$ cat src/rtl/instruction_memory_loader.sv
// Boot-time instruction memory loader: packs a big-endian byte stream into words,
// writes them at consecutive word-aligned addresses and verifies a trailing checksum word.
module instruction_memory_loader #(
  parameter int unsigned WIDTH = 32,
  parameter int unsigned DEPTH = 100
) (
  input  logic             CLK,
  input  logic             RST,
  input  logic             Loader_Start,
  input  logic [15:0]      Loader_Length,
  input  logic [7:0]       Loader_ByteIn,
  input  logic             Loader_ByteValid,
  output logic             Loader_ByteReady,
  output logic             Loader_WrEn,
  output logic [WIDTH-1:0] Loader_WrAddr,
  output logic [WIDTH-1:0] Loader_WrData,
  output logic             Loader_Busy,
  output logic             Loader_Done,
  output logic             Loader_Error
);

  localparam int unsigned Lanes = WIDTH / 8;
  localparam int unsigned BcW   = (Lanes > 1) ? $clog2(Lanes) : 1;

  localparam logic [BcW-1:0]   LastLane = BcW'(Lanes - 1);
  localparam logic [15:0]      DepthLen = 16'(DEPTH);
  localparam logic [WIDTH-1:0] AddrStep = WIDTH'(Lanes);

  localparam logic [2:0] StIdle  = 3'd0;
  localparam logic [2:0] StRecv  = 3'd1;
  localparam logic [2:0] StWrite = 3'd2;
  localparam logic [2:0] StCsum  = 3'd3;
  localparam logic [2:0] StFin   = 3'd4;
  localparam logic [2:0] StFail  = 3'd5;

  logic [2:0]       state_q, state_d;
  logic [BcW-1:0]   byte_cnt_q, byte_cnt_d;
  logic [15:0]      word_cnt_q, word_cnt_d;
  logic [15:0]      len_q, len_d;
  logic [WIDTH-1:0] addr_q, addr_d;
  logic [WIDTH-1:0] word_q, word_d;
  logic [WIDTH-1:0] sum_q, sum_d;
  logic             error_q, error_d;

  logic             byte_ready;
  logic             byte_fire;
  logic [WIDTH-1:0] word_shifted;

  assign byte_ready   = (state_q == StRecv) || (state_q == StCsum);
  assign byte_fire    = byte_ready && Loader_ByteValid;
  // Earlier bytes move toward the MSB, so the first byte ends up in the top lane.
  assign word_shifted = {word_q[WIDTH-9:0], Loader_ByteIn};

  always_comb begin
    state_d    = state_q;
    byte_cnt_d = byte_cnt_q;
    word_cnt_d = word_cnt_q;
    len_d      = len_q;
    addr_d     = addr_q;
    word_d     = word_q;
    sum_d      = sum_q;
    error_d    = error_q;

    case (state_q)
      StIdle: begin
        if (Loader_Start) begin
          if ((Loader_Length != 16'd0) && (Loader_Length <= DepthLen)) begin
            state_d    = StRecv;
            len_d      = Loader_Length;
            error_d    = 1'b0;
            byte_cnt_d = '0;
            word_cnt_d = '0;
            addr_d     = '0;
            sum_d      = '0;
          end else begin
            state_d = StFail;
            error_d = 1'b1;
          end
        end
      end
      StRecv, StCsum: begin
        if (byte_fire) begin
          word_d     = word_shifted;
          byte_cnt_d = byte_cnt_q + BcW'(1);
          if (byte_cnt_q == LastLane) begin
            byte_cnt_d = '0;
            if (state_q == StRecv) begin
              state_d = StWrite;
            end else begin
              state_d = StFin;
              error_d = (word_shifted != sum_q);
            end
          end
        end
      end
      StWrite: begin
        sum_d      = sum_q + word_q;
        addr_d     = addr_q + AddrStep;
        word_cnt_d = word_cnt_q + 16'd1;
        state_d    = ((word_cnt_q + 16'd1) == len_q) ? StCsum : StRecv;
      end
      StFin, StFail: state_d = StIdle;
      default:       state_d = StIdle;
    endcase
  end

  always_ff @(posedge CLK or posedge RST) begin
    if (RST) begin
      state_q    <= StIdle;
      byte_cnt_q <= '0;
      word_cnt_q <= '0;
      len_q      <= '0;
      addr_q     <= '0;
      word_q     <= '0;
      sum_q      <= '0;
      error_q    <= 1'b0;
    end else begin
      state_q    <= state_d;
      byte_cnt_q <= byte_cnt_d;
      word_cnt_q <= word_cnt_d;
      len_q      <= len_d;
      addr_q     <= addr_d;
      word_q     <= word_d;
      sum_q      <= sum_d;
      error_q    <= error_d;
    end
  end

  assign Loader_ByteReady = byte_ready;
  assign Loader_WrEn      = (state_q == StWrite);
  assign Loader_WrAddr    = addr_q;
  assign Loader_WrData    = word_q;
  assign Loader_Busy      = (state_q == StRecv) || (state_q == StWrite) || (state_q == StCsum);
  assign Loader_Done      = (state_q == StFin) || (state_q == StFail);
  assign Loader_Error     = error_q;

endmodule

$ cat config.mk
export PLATFORM = sky130hd
export DESIGN_NAME = instruction_memory_loader
export DESIGN_NICKNAME = d
export VERILOG_FILES = /design/src/rtl/instruction_memory_loader.sv
export SDC_FILE = /design/constraint.sdc
export NUM_CORES = 1
export LEC_CHECK = 0
export BUFFER_PORTS_ARGS = -buffer_cell sky130_fd_sc_hd__buf_2
export CELL_PAD_IN_SITES_DETAIL_PLACEMENT = 0
export CELL_PAD_IN_SITES_GLOBAL_PLACEMENT = 1
export CORE_MARGIN = 4
export CORE_UTILIZATION = 46
export DETAILED_ROUTE_END_ITERATION = 10
export PLACE_DENSITY_LB_ADDON = 0.12
export SLEW_MARGIN = 20
export SYNTH_ARGS = -nofsm -noshare
export SYNTH_HDL_FRONTEND = slang
export SYNTH_SLANG_ARGS = --single-unit
$ cat constraint.sdc
create_clock -name CLK -period 4.65 [get_ports CLK]
set_clock_uncertainty 0.15 [all_clocks]
set_input_delay 0 -clock CLK [delete_from_list [all_inputs] [get_ports CLK]]
set_output_delay 0 -clock CLK [all_outputs]
set_load 0.02 [all_outputs]
# Word-level counts from Yosys, hierarchy flattened

Index checks and enable logic that the tools add are counted.

RAM bits: 0
Bits in latches: 0
Memories: 0
Register bits: 134
ROM bits: 0

Multiplexer cells: 25
$add $sub $neg: 4
$mul: 0
Shift operators: 0
Equality and inequality tests: 13
Reductions and logical operators: 17
Order comparisons: 1
Bitwise operators: 0
Divide/modulo/power cells: 0

Operators with widths:

| operator                                                                          | count |
|---|---|
| 32-bit one-hot mux with 2 select lines                                            | 2 |
| 32-bit two-way mux                                                                | 2 |
| 32-bit by 3-bit adder with 32-bit output, second input constant                   | 1 |
| 32-bit adder                                                                      | 1 |
| 16-bit two-way mux                                                                | 2 |
| 32-bit != test                                                                    | 1 |
| 16-bit one-hot mux with 2 select lines                                            | 1 |
| 16-bit by 1-bit adder with 16-bit output, second input constant                   | 1 |
| 16-bit == test                                                                    | 1 |
| 16-bit by 7-bit less-or-equal comparator with 1-bit output, second input constant | 1 |
| 16-bit nonzero test                                                               | 1 |
| 3-bit two-way mux                                                                 | 5 |
| 2-bit two-way mux                                                                 | 5 |
| 2-bit != test, second input constant                                              | 5 |
| 3-bit one-hot mux with 3 select lines                                             | 1 |
| 3-bit AND reduction                                                               | 3 |
| 3-bit by 2-bit == test with 1-bit output, second input constant                   | 2 |
| 3-bit == test, second input constant                                              | 2 |
| 1-bit two-way mux                                                                 | 5 |
| 5-bit AND reduction                                                               | 1 |
| 1-bit logical OR                                                                  | 4 |
| 2-bit one-hot mux with 2 select lines                                             | 1 |
| 4-bit AND reduction                                                               | 1 |
| 2-bit nonzero test                                                                | 2 |
| other kinds (8)                                                                   | 9 |

# Logic depth before layout (Yosys ltp)

Depth in word-level cells: 5
Depth in mapped cells: 11
Depth with buffers taken out: 11

# Worst setup path after synthesis

OpenSTA, ideal clock, no wires.

Path type: register -> register
Start: register word_q[0], in the netlist Loader_WrData[0]
End: register sum_q[28]
Data arrival time: 2.958 ns
Buffers on the path: 0
Path slack: 1.420 ns
Stages on the path, launching flop included: 12
Library setup time: 0.122 ns
Required time: 4.378 ns
Path through: dfrtp_1 > ha_1 > inv_1 > fa_1 > nand2b_1 > a21oi_1 > or4_1 > a31oi_2 > o41ai_2 > a21oi_1 > or3b_1 > a32o_1

Longest elaborated chain between the ends: 2

RTL lines:

| what                                   | RTL line | text |
|---|---|---|
| start, declared                        | 41       | `logic [WIDTH-1:0] word_q, word_d;` |
| start signal, assigned                 | 123      | `word_q <= word_d;` |
| 32-bit adder                           | 97       | `sum_d = sum_q + word_q;` |
| 32-bit one-hot mux with 2 select lines | 64       | `case (state_q)` |
| end signal, assigned                   | 124      | `sum_q <= sum_d;` |
| end, declared                          | 42       | `logic [WIDTH-1:0] sum_q, sum_d;` |

No other way between the ends.
A chain may end at the register's enable or synchronous reset.

# Worst setup path in the final report

Ends and elaborated chain as after synthesis.

==> metrics.md <==
| Metric | Value |
|---|---|
| Outcome | completed |
| Gpl congestion | 0.902 |
| Cell variety after synth | 70 |
| Drt wl/cell | 18.0 µm |
| Port buffer count | 94 |
| HPWL after DPL | 14800 µm |
| Placed Area | 0.00862 mm² |
| R2R cell count | 12 |
| Synthesis-to-layout area growth | 18.4% |
| Cell area after synthesis | 0.00796 mm² |
| Final setup fails | 0 |
| CP endpoint | sum_q[28] |
| CTS max path bufs | 2 |
| Final Hold Viols | 0 |
| TritonCTS Sinks | 132 |
| Register bit total from synthesis | 132 |
| Sum of negative setup slack | 0 ps |
| Post-synthesis adder-cell area fraction | approximately 5.6% |
| Vias/cell | 5.65 |
| Chip height | 140 µm |
| Post-synth top flop | dfrtp_1 |
| Routed Antenna Nets | 0 |
| Slew Limit Fails | 0 |
| Die width | 140 µm |
| CP Capture Type | flip-flop |
| Initial core utilization | a little under half |
| Reg2reg setup slack | 1240 ps |
| Period utilisation layout | 73.2% |
| Number of global-route vias before repair | approximately 6500 |
| Worst EP arrival | 3550 ps |
| Core area | 0.0168 mm² |
| Max Fclk | 294 MHz |
| Max-slew headroom | 26.2% |
| EDFF count, synth | 0 |
| Synth async-reset ratio | 100% |
| Largest net degree at the start of global routing | 52 |
| Share of cells above drive strength 1 | 20.6% |
| Site Rows | 47 |
| Initial antenna violation count | 0 |
| Num CTS Buffers | 17 |
| DIE AREA | 0.0195 mm² |
| CTS clk-pin slew, worst paths | about 60 ps |
| Pwr Total | 7.14 mW |
| Synth Area in Simple Gates | 17.7% |
| CP Max Fanout | 5 |
| Crit start category | flip-flop |
| Via count | 6520 |
| Compound-Gate Fraction of Synth Area | 15.6% |
| Kind of critical path | reg2reg |
| Fill cell count | ~1500 |
| Wirelength, routed | 20800 µm |
| Synth warn | 0 |
| GRT Overall Usage | 21.6% |
| Maximum vdd drop | 0.410 mV |
| Setup Fix Bufs, Post-CTS | 0 |
| Cts repair resizes | 0 |
| Number of antenna diodes | 0 |
| Design area | 0.00942 mm² |
| Max Cap Viol | 0 |
| Worst-Margin Slew | 1100 ps |
| Largest family of logic cells by synthesized area | simple AND/OR/NAND/NOR gates |
| RSZ-0062 raised after global routing | false |
| Initial DRC Count | 505 |
| Clock latency at the later pin of the worst-skew pair | approximately 420 ps |
| WP data required | 4800 ps |
| Grt total ovfl | 0 |
| Most common cell after layout, fill and taps aside | dfrtp_1 |
| Critical R2R Capture | sum_q[28] |
| DRC | 0 |
| CP Launch Point | Loader_WrData[0] |
| Seq/Total Area, Yosys | 41.5% |
| Area of the multi-input gates | 0.00444 mm² |
| Layout Utilization | ~56% |
| 1st-pass router iterations | 5 |
| Root buf cell | clkbuf_16 |
| Commonest cells after routing, fill and taps aside | dfrtp_1, buf_2, o21ai_0 |
| Crit Reg-Reg Startpoint | Loader_WrData[0] |
| Leak | 4.29 nW |
| Minimum clock period after layout | 3410 ps |
| # IOs | 97 |
| Pwr Density | 757 mW/mm² |
| NumNets Final | 985 |
| CTS tree | built |
| Synth Area per Inst | between 9 and 10 µm² |
| Sequential cell area | ~0.0033 mm² |
| Mux contribution to synthesized area | around 5.6% |
| Hold Crit Class | in2reg |
| Synth Area in XOR/XNOR | 11.0% |
| Post-Syn Instances | 813 |
| First-pass GRT wire length | between 30000 and 40000 µm |
| H-Tree Depth | 4 |
-- stage by stage --
stage,worst slack (ps),hold WS [ps],cells
floorplan,974,0.558,814
global placement,1410,-19.8,1104
detailed placement,1310,-6.44,1104
CTS,1250,25.0,1155
global route,1090,96.5,1155
finish,1240,35.4,1155
-- cell usage after synthesis (9+ instances only) --
cell type | number | share of area, %
a21o_1 | 17 | 1.6
a21oi_1 | 38 | 2.4
a22o_1 | 10 | 1.1
and3_1 | 11 | 0.86
clkbuf_1 | 19 | 0.90
dfrtp_1 | 132 | 42
ha_1 | 34 | 5.3
inv_1 | 20 | 0.94
mux2_2 | 38 | 5.4
nand2_1 | 63 | 3.0
nand2b_1 | 9 | 0.71
nand3_1 | 29 | 1.8
nand4_1 | 19 | 1.5
nor2_1 | 50 | 2.4
nor2b_1 | 15 | 1.2
nor3_1 | 15 | 0.94
nor4_1 | 9 | 0.71
o21ai_0 | 69 | 4.3
or3_1 | 16 | 1.3
xnor2_1 | 61 | 6.7
xor2_1 | 39 | 4.3
-- logic make-up (layout without fill, tap and decap cells) --
group                    Yosys count  after routing
flip-flops                       132            132
AND/OR/NAND/NOR                  264            264
other                              1              2
XOR/XNOR                         100            100
buffers and inverters             52            173
adder cells (fa/ha/maj)           35             35
multiplexers                      40             40
AO/OA/AOI/OAI                    189            189
-- metal layers --
metal,vias up,share of wire [%],track usage (%)
met5,-,0,0
met4,0,2.2,7.47
met3,29,5.1,3.77
met2,178,46,34.2
met1,3173,46,30.2
li1,3140,-,-
-- registers in the layout, indices dropped and copies added (netlist names) --
register       flops
word_cnt_q        16
byte_cnt_q         2
Loader_Error       1
len_q             16
Loader_WrAddr     30
state_q            3
Loader_WrData     32
sum_q             32
-- how the worst min path moves through the flow --
stage	endpoint	slack (ps)	cells after the start	start
2_1_floorplan	Loader_WrData[5]	0.6	1	Loader_ByteIn[5]
3_3_place_gp	Loader_WrAddr[31]	-20	2	RST
3_5_place_dp	Loader_WrAddr[31]	-6	2	RST
4_1_cts	state_q[2]	30	5	Loader_Length[14]
5_1_grt	state_q[2]	100	5	Loader_Length[14]
6_report	state_q[2]	40	5	Loader_Length[14]
-- critical path, cell delays in order, from the launching register on --
cell and delay, ps:
dfrtp_1 420, ha_1 230, inv_1 70, fa_1 390, nand2b_1 190, a21oi_1 260, or4_1 180, a31oi_2 140
o41ai_2 360, buf_4 200, a21oi_1 80, or3b_1 370, a32o_1 250
-- area by class of cell --
| type | count | share of cell area (%) |
|---|---|---|
| clock inverter | 10 | 1.65 |
| sequential | 132 | 35.1 |
| multi-input combinational | 630 | 47.1 |
| timing repair buffer | 121 | 7.65 |
| inverter | 20 | 0.823 |
| tap | 220 | 2.92 |
| clock buffer | 22 | 4.82 |
-- power by group --
group | total, mW | internal, mW | switching (mW) | leakage (nW)
sequential | 2.08 | 1.53 | 0.558 | 1.68
combinational | 3.66 | 1.60 | 2.05 | 2.32
clock | 1.40 | 0.907 | 0.490 | 0.294
total | 7.14 | 4.04 | 3.10 | 4.29
-- timing repair --
item | 4_1_cts | 5_1_grt
endpoints found under the hold margin | 68 | 0
hold buffers | 19 | 0
endpoints found under the setup margin | 0 | 0
No activity file was read; power rests on OpenSTA's default activity.
